==> config.mk <==
export PLATFORM = sky130hd
export DESIGN_NAME = mcast_ingress_port
export DESIGN_NICKNAME = d
export VERILOG_FILES = /design/src/rtl/mcast_ingress_port.sv
export SDC_FILE = /design/constraint.sdc
export NUM_CORES = 1
export LEC_CHECK = 0
export CORE_MARGIN = 5
export CORE_UTILIZATION = 30
export DETAILED_ROUTE_END_ITERATION = 16
export HOLD_SLACK_MARGIN = 0.1
export PLACE_DENSITY = 0.56
export SLEW_MARGIN = 20
export SYNTH_ARGS = -nofsm -noshare
export SYNTH_HDL_FRONTEND = slang
export SYNTH_SLANG_ARGS = --single-unit
export TNS_END_PERCENT = 50
==> constraint.sdc <==
create_clock -name clk -period 4.7 [get_ports clk]
set_input_delay 0.94 -clock clk [delete_from_list [all_inputs] [get_ports clk]]
set_output_delay 0.94 -clock clk [all_outputs]
set_load 0.02 [all_outputs]
==> src/rtl/mcast_ingress_port.sv <==
// Router input port: buffers incoming flits, decodes a uni/multicast destination
// mask from the head flit and holds the request until every target grants at once.
module mcast_ingress_port #(
  parameter int FLIT_W  = 64,
  parameter int DEPTH   = 4,
  parameter int PORT_ID = 0
) (
  input  logic              clk,
  input  logic              rst_n,
  input  logic              enable_mcast,
  input  logic              in_valid,
  output logic              in_ready,
  input  logic [FLIT_W-1:0] in_flit,
  output logic [4:0]        req,
  output logic [FLIT_W-1:0] head_flit,
  input  logic [4:0]        grant,
  output logic              fifo_pop,
  output logic              drop_pulse,
  output logic [15:0]       stall_cnt
);
  localparam int PTR_W = $clog2(DEPTH);
  localparam logic [PTR_W:0] FULL  = (PTR_W+1)'(DEPTH);
  localparam logic [4:0]     UTURN = 5'(1) << PORT_ID;

  localparam logic [1:0] S_IDLE   = 2'd0;
  localparam logic [1:0] S_DECODE = 2'd1;
  localparam logic [1:0] S_REQ    = 2'd2;

  logic [FLIT_W-1:0] mem [DEPTH];
  logic [PTR_W-1:0]  wr_ptr, rd_ptr;
  logic [PTR_W:0]    count;
  logic [1:0]        state;
  logic [4:0]        mask;
  logic              push, pop_any;

  assign in_ready   = count < FULL;
  assign push       = in_valid && in_ready;
  assign head_flit  = (count != '0) ? mem[rd_ptr] : '0;
  // req is nonzero whenever in REQ, so a full match means every target granted
  assign fifo_pop   = (state == S_REQ) && ((grant & req) == req);
  assign drop_pulse = (state == S_DECODE) && (mask == 5'd0);
  assign pop_any    = fifo_pop || drop_pulse;

  always_comb begin
    mask = 5'd0;
    if (enable_mcast)
      mask = head_flit[4:0];
    else if (head_flit[2:0] <= 3'd4)
      mask = 5'(1) << head_flit[2:0];
    mask = mask & ~UTURN;
  end

  always_ff @(posedge clk) begin
    if (push) mem[wr_ptr] <= in_flit;
  end

  always_ff @(posedge clk or negedge rst_n) begin
    if (!rst_n) begin
      wr_ptr    <= '0;
      rd_ptr    <= '0;
      count     <= '0;
      state     <= S_IDLE;
      req       <= 5'd0;
      stall_cnt <= 16'd0;
    end else begin
      if (push)    wr_ptr <= wr_ptr + PTR_W'(1);
      if (pop_any) rd_ptr <= rd_ptr + PTR_W'(1);
      if (push && !pop_any)      count <= count + (PTR_W+1)'(1);
      else if (!push && pop_any) count <= count - (PTR_W+1)'(1);

      case (state)
        // a flit landing this edge is readable next cycle, so DECODE can follow directly
        S_IDLE: if (count != '0 || push) state <= S_DECODE;
        S_DECODE: begin
          if (mask != 5'd0) begin
            req   <= mask;
            state <= S_REQ;
          end else begin
            state <= S_IDLE;
          end
        end
        S_REQ: begin
          if (fifo_pop) begin
            req       <= 5'd0;
            stall_cnt <= 16'd0;
            state     <= S_IDLE;
          end else if (stall_cnt != 16'hFFFF) begin
            stall_cnt <= stall_cnt + 16'd1;
          end
        end
        default: state <= S_IDLE;
      endcase
    end
  end
endmodule

* Word level (Yosys, flattened, before mapping)
Memory sizes are Yosys's and may differ from the RTL's. Index checks and enable logic that the tools add are counted.
Operators by class: magnitude comparators 2, eq/ne operators 7, bitwise operators 1, shifts and indexed selects 1, reductions and logical operators 19, add/subtract/negate cells 5, multiplexer cells 16
Operators by type and width (count):
- 64-bit two-way mux | 1
- 16-bit two-way mux | 2
- 5-bit two-way mux | 4
- 16-bit by 1-bit adder with 16-bit output, second input constant | 1
- 16-bit != test, second input constant | 1
- 5-bit one-hot mux with 2 select lines | 1
- 2-bit two-way mux | 3
- 3-bit two-way mux | 2
- 2-bit one-hot mux with 3 select lines | 1
- 2-bit nonzero test | 3
- 5-bit bitwise AND | 1
- 5-bit equality test | 1
- 1-bit logical AND | 5
- 5-bit zero test | 1
- 5-bit nonzero test | 1
- 1-bit by 3-bit left shift with 5-bit output, first input constant | 1
- 2-bit by 1-bit adder with 2-bit output, second input constant | 2
- 2-bit != test, second input constant | 2
- 2-bit AND reduction | 2
- 3-bit by 1-bit adder with 3-bit output, second input constant | 1
- 3-bit <= comparator, second input constant | 1
- 3-bit < comparator, second input constant | 1
- 3-bit AND reduction | 1
- 3-bit nonzero test | 1
- 8 further kinds | 11
Word-level totals: memories kept 1, register bits after elaboration 30, output and inout bits 88, bits in writable memories 256, input port bits 73
Memory list:
- mem | words 4, width 64, read ports 1, clocked after Yosys merged registers in 0, write ports 1, line 29 | logic [FLIT_W-1:0] mem [DEPTH];

* Depth between registers and ports, before layout
Gate-level depths: netlist of the first run.
word-level depth 11, mapped depth 12, mapped depth without buffers 10

* Worst setup path before layout of the first run
Ideal clock, no wire load.
path type input port to flip-flop, start input port in_valid, end memory mem[0][0], enable pin, data required time 4.271 ns, arrival time 2.823 ns, buffers on the path 1, cell stages on the path 3, setup slack 1.448 ns, path through nor2b_1 clkbuf_1 and2_1
Between the ends: cells in the longest elaborated chain, start to end 3
Ends and longest elaborated chain:
- start, declared | line 11 | input logic in_valid,
- 1-bit logical AND | line 37 | assign push = in_valid && in_ready;
- named net push | line 34 | logic push, pop_any;
- 1-bit two-way mux | line 54 | if (push) mem[wr_ptr] <= in_flit;
- 1-bit two-way mux (implied by the code) | line 54
- end, declared | line 29
The timed path passes the listed nets, and every way through them passes these cells.

* Final worst setup path of the first run
start register rd_ptr[0], end output port head_flit[32]
Between the ends: cells in the longest elaborated chain, start to end 2
Ends and longest elaborated chain:
- start, declared | line 30 | logic [PTR_W-1:0] wr_ptr, rd_ptr;
- start signal, assigned | line 67 | if (pop_any) rd_ptr <= rd_ptr + PTR_W'(1);
- memory read 4 x 64 bit
- 64-bit two-way mux | line 38 | assign head_flit = (count != '0) ? mem[rd_ptr] : '0;
- end, declared | line 15 | output logic [FLIT_W-1:0] head_flit,
No other way between the ends.

==> results.cfg, run 1 <==
[status]
run_status = finished clean

[yosys]
ys_seq_area_frac = 0.7444
synth_area_mm2 = 0.01130
ys_warn_count = 0
syn_avg_cell_area_um2 = 19.42
syn_inst = 582
synth_edf_count = 256
synth-seq-cells = 285
syn_nets = 662
synth.distinct_cells = 42
ys.flop_type = edfxtp_1
synthArstFlopShare = 0.1018

[detailed_routing]
viasPerCell = 4.543
wirelength_um = 24140
drt_first_pass_iters = 4
ant_nets = 0
met1_length_um = 10540
wl_per_cell_um = 18.73
first_iter_violations = 176
top_layer = met5
vias = 5856
drc = 0
dr_wl_met3_um = 1714
wl_met2_um = 11310

[worst_hold_path]
hp-class = reg -> reg
hold_start = state[0]

[power_and_ir_drop]
p_total_mw = 9.359
ir_worst_vdd_uv = 337.7
power.leakage_nw = 4.836
p_per_area_mw_per_mm2 = 642.5

[sta]
skew_ps = 13.74
slew_headroom = 0.3987
rsz0062_at_grt = no
holdWs_ps = 481.6
tns_ps = 0
min_period_ps = 4071
period_share = 0.8662
setup_viol = 0
hold_viol = 0
fmax_mhz = 245.6
tightest_slew_ps = 902.0
drv_slew = 0

[finish]
final_core_util = 0.3895
layout-drive-gt1-share = 0.1658
n_fill_cell = 3461
syn_to_final_growth_pct = 28.88
diodes = 0
layoutNonFillerInstCount = 1289
num-nets-final = 837

[run]
drv_cap = 0

[floorplan]
die_w_um = 204.1
num_rows = 71
die_area_mm2 = 0.04165
dieHeight_um = 204.1
initial_core_util = 0.3022
pin_count = 161
core_mm2 = 0.03740

[clock_network]
cts_sinks = 285
root_buffer = clkbuf_16
cts-buffers-inserted = 34
clock_path_buffers = 3
path_clk_slew_ps = 60
ctsResizeCount = 0
cts_tree = built
htreeDepth = 2
cts_setup_buffers = 0
clk_latency_ps = 510
cts_hold_buffers = 0

[critical_path]
crit_slowest_cell = buf_4
crit_family = buffers and inverters
critPathMaxFanout = 42
critPathBufInv = 2
end_kind = primary output
cp-start-kind = flop
required_ps = 3760
rr_startpoint = rd_ptr[1]
worst_path_largest_cell_delay_ps = 720
path_cells = buf_4 > mux4_2 > and2_1 > clkdlybuf4s50_1
path_class = reg -> out
startpoint = rd_ptr[0]
cp.arrival_ps = 3130

[global_routing]
grt_pass1_wl_um = 37510
track_usage = 0.1160
grt_antenna_before_repair = 3
grt_overflow_total = 0
grt_max_degree = 45
grt_pass1_vias = 6298

[place]
numPortBuffers = 158
dp_hpwl_um = 14360
gp_congestion = 0.7286
dp.cells = 1232
logic make-up (layout without fill, tap and decap cells):
kind of cell | count (synthesis) | in the layout | synth area share
flops | 285 | 285 | 0.7444
simple gates | 133 | 133 | 0.06720
mux | 65 | 65 | 0.1285
buf+inv | 39 | 235 | 0.01517
compound gates | 33 | 33 | 0.02126
xor+xnor | 19 | 19 | 0.01472
fa+ha+maj | 7 | 7 | 0.008413
other cells | 1 | 1 | 0.0003318
through the flow:
stage | setup slack (ps) | area (um^2)
after floorplan | 1448 | 11300
after global placement | 811.4 | 13530
after detailed placement | 806.3 | 13530
after CTS | 477.3 | 14570
after global routing | 346.2 | 14570
final | 628.6 | 14570
report_power, final:
part           total, mW  switching, mW  leakage (nW)  internal [mW]
registers           3.38          0.190          2.70           3.19
clock network       2.45          0.987         0.502           1.46
logic               3.53           1.79          1.63           1.74
layout make-up:
cell class	instances	area, um^2	share of cell area
multi-input cells	258	2729	0.1873
clock buffers	39	890.9	0.06116
flip-flops and latches	285	8421	0.5781
repair buffers	168	1707	0.1172
clock inverters	18	142.6	0.009792
inverters	10	37.54	0.002577
well taps	511	639.4	0.04389
registers in the layout (all words and copies together), names as in the netlist:
| signal | count |
|---|---|
| rd_ptr | 2 |
| count | 3 |
| wr_ptr | 2 |
| stall_cnt | 16 |
| req | 4 |
| state | 2 |
| mem | 256 |
cell usage in the layout, fill, tap and decap left out, types with 3 or more instances in the layout:
cell and n:
clkbuf_16 35, edfxtp_1 256, clkdlybuf4s50_1 158, clkbuf_1 4, and2_4 4, dfrtp_1 27, clkinv_1 9, mux4_2 64
o21ai_0 8, o211ai_1 8, ha_1 6, nand2_1 11, and3_1 10, and4_1 3, o31ai_1 5, nand2b_1 7
nor2b_1 3, xor2_1 13, buf_4 6, xnor2_1 6, nor2_1 17, buf_12 4, nand3_1 6, inv_1 9
and2_1 65, clkinv_2 4
routing by layer:
layer / GRT usage / vias to the layer above
li1: - / 2635
met1: 0.1523 / 3026
met2: 0.1856 / 149
met3: 0.03856 / 42
met4: 0.03302 / 4
met5: 0 / -
synth_stat cells, types with 3 or more instances:
master    number  area (um^2)
dfrtp_1       29        725.7
and2_1        69        431.7
nor2_1        17        63.81
xnor2_1        6        52.55
clkbuf_1      20        75.07
mux4_2        64         1441
nand3_1        6        30.03
nand2b_1       7        43.79
nor2b_1        3        18.77
ha_1           6        75.07
and4_1         3        26.28
and3_1        10        62.56
buf_2          5        25.02
o31ai_1        5        37.54
edfxtp_1     256         7687
xor2_1        13        113.9
o211ai_1       8        60.06
inv_1          9        33.78
o21ai_0        8        40.04
nand2_1       11        41.29
path summary, 6_finish.rpt:
| kind | slack, ps | cells after the start | to |
|---|---|---|---|
| min in group asynchronous | 850 | 1 | rd_ptr[0] |
| worst min-delay path | 480 | 1 | state[0] |
| worst min register to register | 480 | 1 | state[0] |
| worst max register to register | 1600 | 8 | count[1] |
| max in group asynchronous | 3170 | 2 | wr_ptr[0] |
| worst max-delay path | 630 | 4 | head_flit[32] |
(Power assumes the default switching activity.)
==> run 2: changes to the inputs <==
CORE_MARGIN = not set   (was 5)
CORE_UTILIZATION = 45   (was 30)
PLACE_DENSITY = 0.75   (was 0.56)
==> results.cfg, run 2 (same netlist as run 1, synthesis figures left out) <==
[critical_path]
worst_path_largest_cell_delay_ps = 690
cp-start-kind = flop
required_ps = 3760
end_kind = primary output
reg2reg_to = count[1]
critPathBufInv = 1
path_class = reg -> out
startpoint = rd_ptr[0]
crit_slowest_cell = dfrtp_4
critPathMaxFanout = 20
cp.arrival_ps = 3420
crit_family = flip-flops
rr_worst_depth = 8
rr_startpoint = rd_ptr[0]
rrSetupSlack_ps = 1380
path_cells = mux4_2 > or2_1 > o221a_1 > nor3_1 > clkdlybuf4s50_1

[global_routing]
grt_max_degree = 67
grt.busiest_layer = met2
use_met2 = 0.3089
grt_overflow_total = 0
grt_pass1_vias = 6509
grt_pass1_wl_um = 35020
grt_util_met1 = 0.2076
grt_antenna_before_repair = 1
track_usage = 0.1748
met3_usage = 0.05863

[place]
numPortBuffers = 158
dp.cells = 1041
gp_congestion = 0.8105
placed_area_mm2 = 0.01322
dp_hpwl_um = 12910

[worst_hold_path]
holdPathEnd = state[0]
hold_depth = 1
hp-class = reg -> reg
hold_start = state[1]

[floorplan]
die_area_mm2 = 0.02575
initial_core_util = 0.4620
die_w_um = 160.5
pin_count = 161
dieHeight_um = 160.5
num_rows = 57
core_mm2 = 0.02446

[power_and_ir_drop]
intPower_mw = 6.057
comb_power_share = 0.382
p_total_mw = 8.942
seqPwrFrac = 0.387
clock_power_share = 0.231
p_per_area_mw_per_mm2 = 634.9
ir_worst_vdd_uv = 576.6
swShare = 0.3227
power.leakage_nw = 4.710
switchingPower_mw = 2.885

[finish]
largest_reg_flops = 256
regMostFlops = mem
layoutNonFillerInstCount = 1095
layout-drive-gt1-share = 0.1558
num-nets-final = 828
top_regs = mem x256, stall_cnt x16, req x4
final_common_cell = edfxtp_1
finalInstanceArea_mm2 = 0.01408
final_cell_mix = edfxtp_1 (256), clkdlybuf4s50_1 (158), and2_1 (65), mux4_2 (64), clkbuf_16 (29)
final_core_util = 0.5758
syn_to_final_growth_pct = 24.62

[clock_network]
root_buffer = clkbuf_16
ctsResizeCount = 0
clock_path_buffers = 3
cts_tree = built
cts_setup_buffers = 0
htreeDepth = 1
cts_hold_buffers = 0
cts-buffers-inserted = 29
clk_latency_ps = 540
cts_sinks = 285
path_clk_slew_ps = 60

[sta]
period_share = 0.9286
tns_ps = 0
slew_headroom = 0.3056
fmax_mhz = 229.1
hold_viol = 0
drv_slew = 0
tightest_slew_ps = 1042
setup_viol = 0
min_period_ps = 4364
skew_ps = 8.307
rsz0062_at_grt = no

[detailed_routing]
drc = 0
wl_per_cell_um = 19.99
drt_first_pass_iters = 4
wirelength_um = 21890
vias = 5842
first_iter_violations = 474
ant_nets = 0
viasPerCell = 5.335

[run]
drv_cap = 0

[status]
run_status = finished clean
[run 2: changes by cell type in the layout (fill, tap and decap cells not counted), sizes merged]
cell / before / now
clkinvlp: 2 / 4
buf: 10 / 6
clkinv: 13 / 11
bufinv: 2 / 0
clkbuf: 39 / 37
diode: 0 / 1
[run 2: worst max path at each step]
stage                             to  slack, ps  cells past startpoint
after global placement    drop_pulse        880                      6
after CTS                 drop_pulse        330                      5
final                     drop_pulse        340                      5
after global routing      drop_pulse        240                      5
after detailed placement  drop_pulse        810                      6
after floorplan            mem[0][0]       1450                      3
[run 2: routing by layer]
metal	part of all wire	vias up
li1	-	2629
met1	0.39	2985
met2	0.51	194
met3	0.083	34
met4	0.016	0
met5	0	-
[run 2: power groups by stage]
stage          registers [mW]  clock network [mW]  logic (mW)
2_1_floorplan            3.40                   0        2.14
3_3_place_gp             3.48                   0        3.39
3_5_place_dp             3.52                   0        3.45
4_1_cts                  3.47                2.11        3.48
5_1_grt                  3.51                2.22        3.66
6_report                 3.46                2.07        3.42
[run 2: cell type report]
cell class	count	area [um^2]
repair buffers	164	1627
inverters	10	37.54
flip-flops and latches	285	8421
clock buffers	37	755.7
fillers	1797	10380
well taps	324	405.4
multi-input cells	258	2729
diodes	1	2.502
clock inverters	16	107.6
[run 2: through the flow]
stage | hold WS, ps | setup WS [ps]
floorplan | 438.8 | 1448
global placement | 465.8 | 880.6
detailed placement | 475.2 | 814.1
CTS | 483.5 | 327.1
global route | 521.6 | 236.6
finish | 484.6 | 335.7
[run 2: worst reg2reg max path, stage by stage, from the launching register on]
cell     delay [ps]
dfrtp_4         690
mux4_2          640
or2_1           290
o221a_1         290
o31a_1          320
ha_1            220
inv_1            70
fa_1            420
mux2_2          270
==> run 3: changes to the inputs <==
CORE_ASPECT_RATIO = 1.75   (was not set)
==> results.cfg, run 3 (same netlist as run 1, synthesis figures left out) <==
[clock_network]
cts_tree = built
cts_setup_buffers = 0
cts_hold_buffers = 0
htreeDepth = 1
path_clk_slew_ps = 60
clk_latency_ps = 520
ctsResizeCount = 0
clock_path_buffers = 3
root_buffer = clkbuf_16
cts_sinks = 285
cts-buffers-inserted = 25

[sta]
finalWorstSetupSlack_ps = 394.7
holdWs_ps = 475.4
fmax_mhz = 232.3
rsz0062_at_grt = no
min_period_ps = 4305
period_share = 0.9160
slew_headroom = 0.3157
skew_ps = 5.242
tns_ps = 0
tightest_slew_ps = 1026
setup_viol = 0
hold_viol = 0
drv_slew = 0

[run]
drv_cap = 0

[floorplan]
pin_count = 161
initial_core_util = 0.4589
core_mm2 = 0.02463
num_rows = 76
die_area_mm2 = 0.02578
die_w_um = 121.8
dieHeight_um = 211.7

[place]
numPortBuffers = 158
dpl_worst_slack_ps = 833.9
gp_congestion = 0.7913
dp.cells = 1030
dp_hpwl_um = 13500

[finish]
layout-drive-gt1-share = 0.1445
final_common_cell = edfxtp_1
layoutNonFillerInstCount = 1074
final_cell_mix = edfxtp_1 (256), clkdlybuf4s50_1 (158), and2_1 (65), mux4_2 (64), dfrtp_1 (27)
regMostFlops = mem
syn_to_final_growth_pct = 23.51
n_fill_cell = 1829
largest_reg_flops = 256
top_regs = mem x256, stall_cnt x16, req x4
num-nets-final = 825
final_core_util = 0.5668

[critical_path]
crit_slowest_cell = dfrtp_4
crit_family = flip-flops
end_kind = primary output
critPathMaxFanout = 22
required_ps = 3760
path_cells = mux4_2 > or2_1 > o221a_1 > nor3_1 > clkdlybuf4s50_1
path_class = reg -> out
cp-start-kind = flop
cp.arrival_ps = 3370
worst_path_largest_cell_delay_ps = 730
critPathBufInv = 1

[detailed_routing]
viasPerCell = 5.436
drt_first_pass_iters = 6
wl_per_cell_um = 20.63
first_iter_violations = 331
vias = 5838
drc = 0
ant_nets = 0
wirelength_um = 22150

[global_routing]
track_usage = 0.1765
grt_pass1_wl_um = 34240
grt_max_degree = 65
grt_pass1_vias = 6347
grt_antenna_before_repair = 1
grt_overflow_total = 0

[power_and_ir_drop]
power.leakage_nw = 4.669
comb_power_share = 0.392
seqPwrFrac = 0.390
p_per_area_mw_per_mm2 = 630.5
clock_power_share = 0.218
switchingPower_mw = 2.806
intPower_mw = 5.996
ir_worst_vdd_uv = 452.8
swShare = 0.3188

[worst_hold_path]
hp-class = reg -> reg

[status]
run_status = finished clean
## run 3: cell types whose count changed in the layout (fill, tap and decap cells not counted), sizes merged
cell and change:
clkbuf -4, clkinvlp -4, bufinv +2, clkinv -2, inv -2, buf +1
## run 3: routing by layer
layer	share of wire	GRT usage
met3	0.042	0.02963
met2	0.55	0.3220
met4	0.025	0.07109
met1	0.38	0.2018
met5	0	0
## run 3: area by class of cell
class | count | area, um^2 | share of cell area
antenna | 1 | 2.502 | 0.0001793
clock buffer | 33 | 655.6 | 0.04697
clock inverter | 10 | 92.59 | 0.006633
inverter | 10 | 37.54 | 0.002689
multi-input combinational | 258 | 2729 | 0.1955
sequential | 285 | 8418 | 0.6030
tap | 312 | 390.4 | 0.02796
timing repair buffer | 165 | 1634 | 0.1171
## run 3: power groups by stage
stage,clock network [mW],registers (mW),logic (mW)
after floorplan,0,3.40,2.14
after global placement,0,3.46,3.42
after detailed placement,0,3.50,3.48
after CTS,1.97,3.44,3.50
after global routing,2.05,3.48,3.67
final,1.92,3.43,3.45
## run 3: path summary, 6_finish.rpt
check / end / slack (ps) / cells past startpoint / from
min in group asynchronous: stall_cnt[3] / 810 / 2 / rst_n
max in group asynchronous: rd_ptr[0] / 3590 / 2 / rst_n
setup / recovery: drop_pulse / 390 / 5 / rd_ptr[0]
hold reg to reg: state[0] / 480 / 1 / state[1]
hold / removal: state[0] / 480 / 1 / state[1]
setup reg to reg: count[1] / 1310 / 8 / rd_ptr[0]
## run 3: worst reg2reg max path, delay by kind of cell (launching register included)
kind	cells	cell delay, ps
AND/OR/NAND/NOR	1	300
flip-flops	1	730
buffers and inverters	1	70
adder cells (fa/ha/maj)	2	640
AO/OA/AOI/OAI	2	620
multiplexers	2	920
## run 3: stage by stage
step	area, um^2	power, mW
finish	13960	8.802
global route	13960	9.198
CTS	13960	8.908
detailed placement	13210	6.974
global placement	13210	6.878
floorplan	11300	5.541
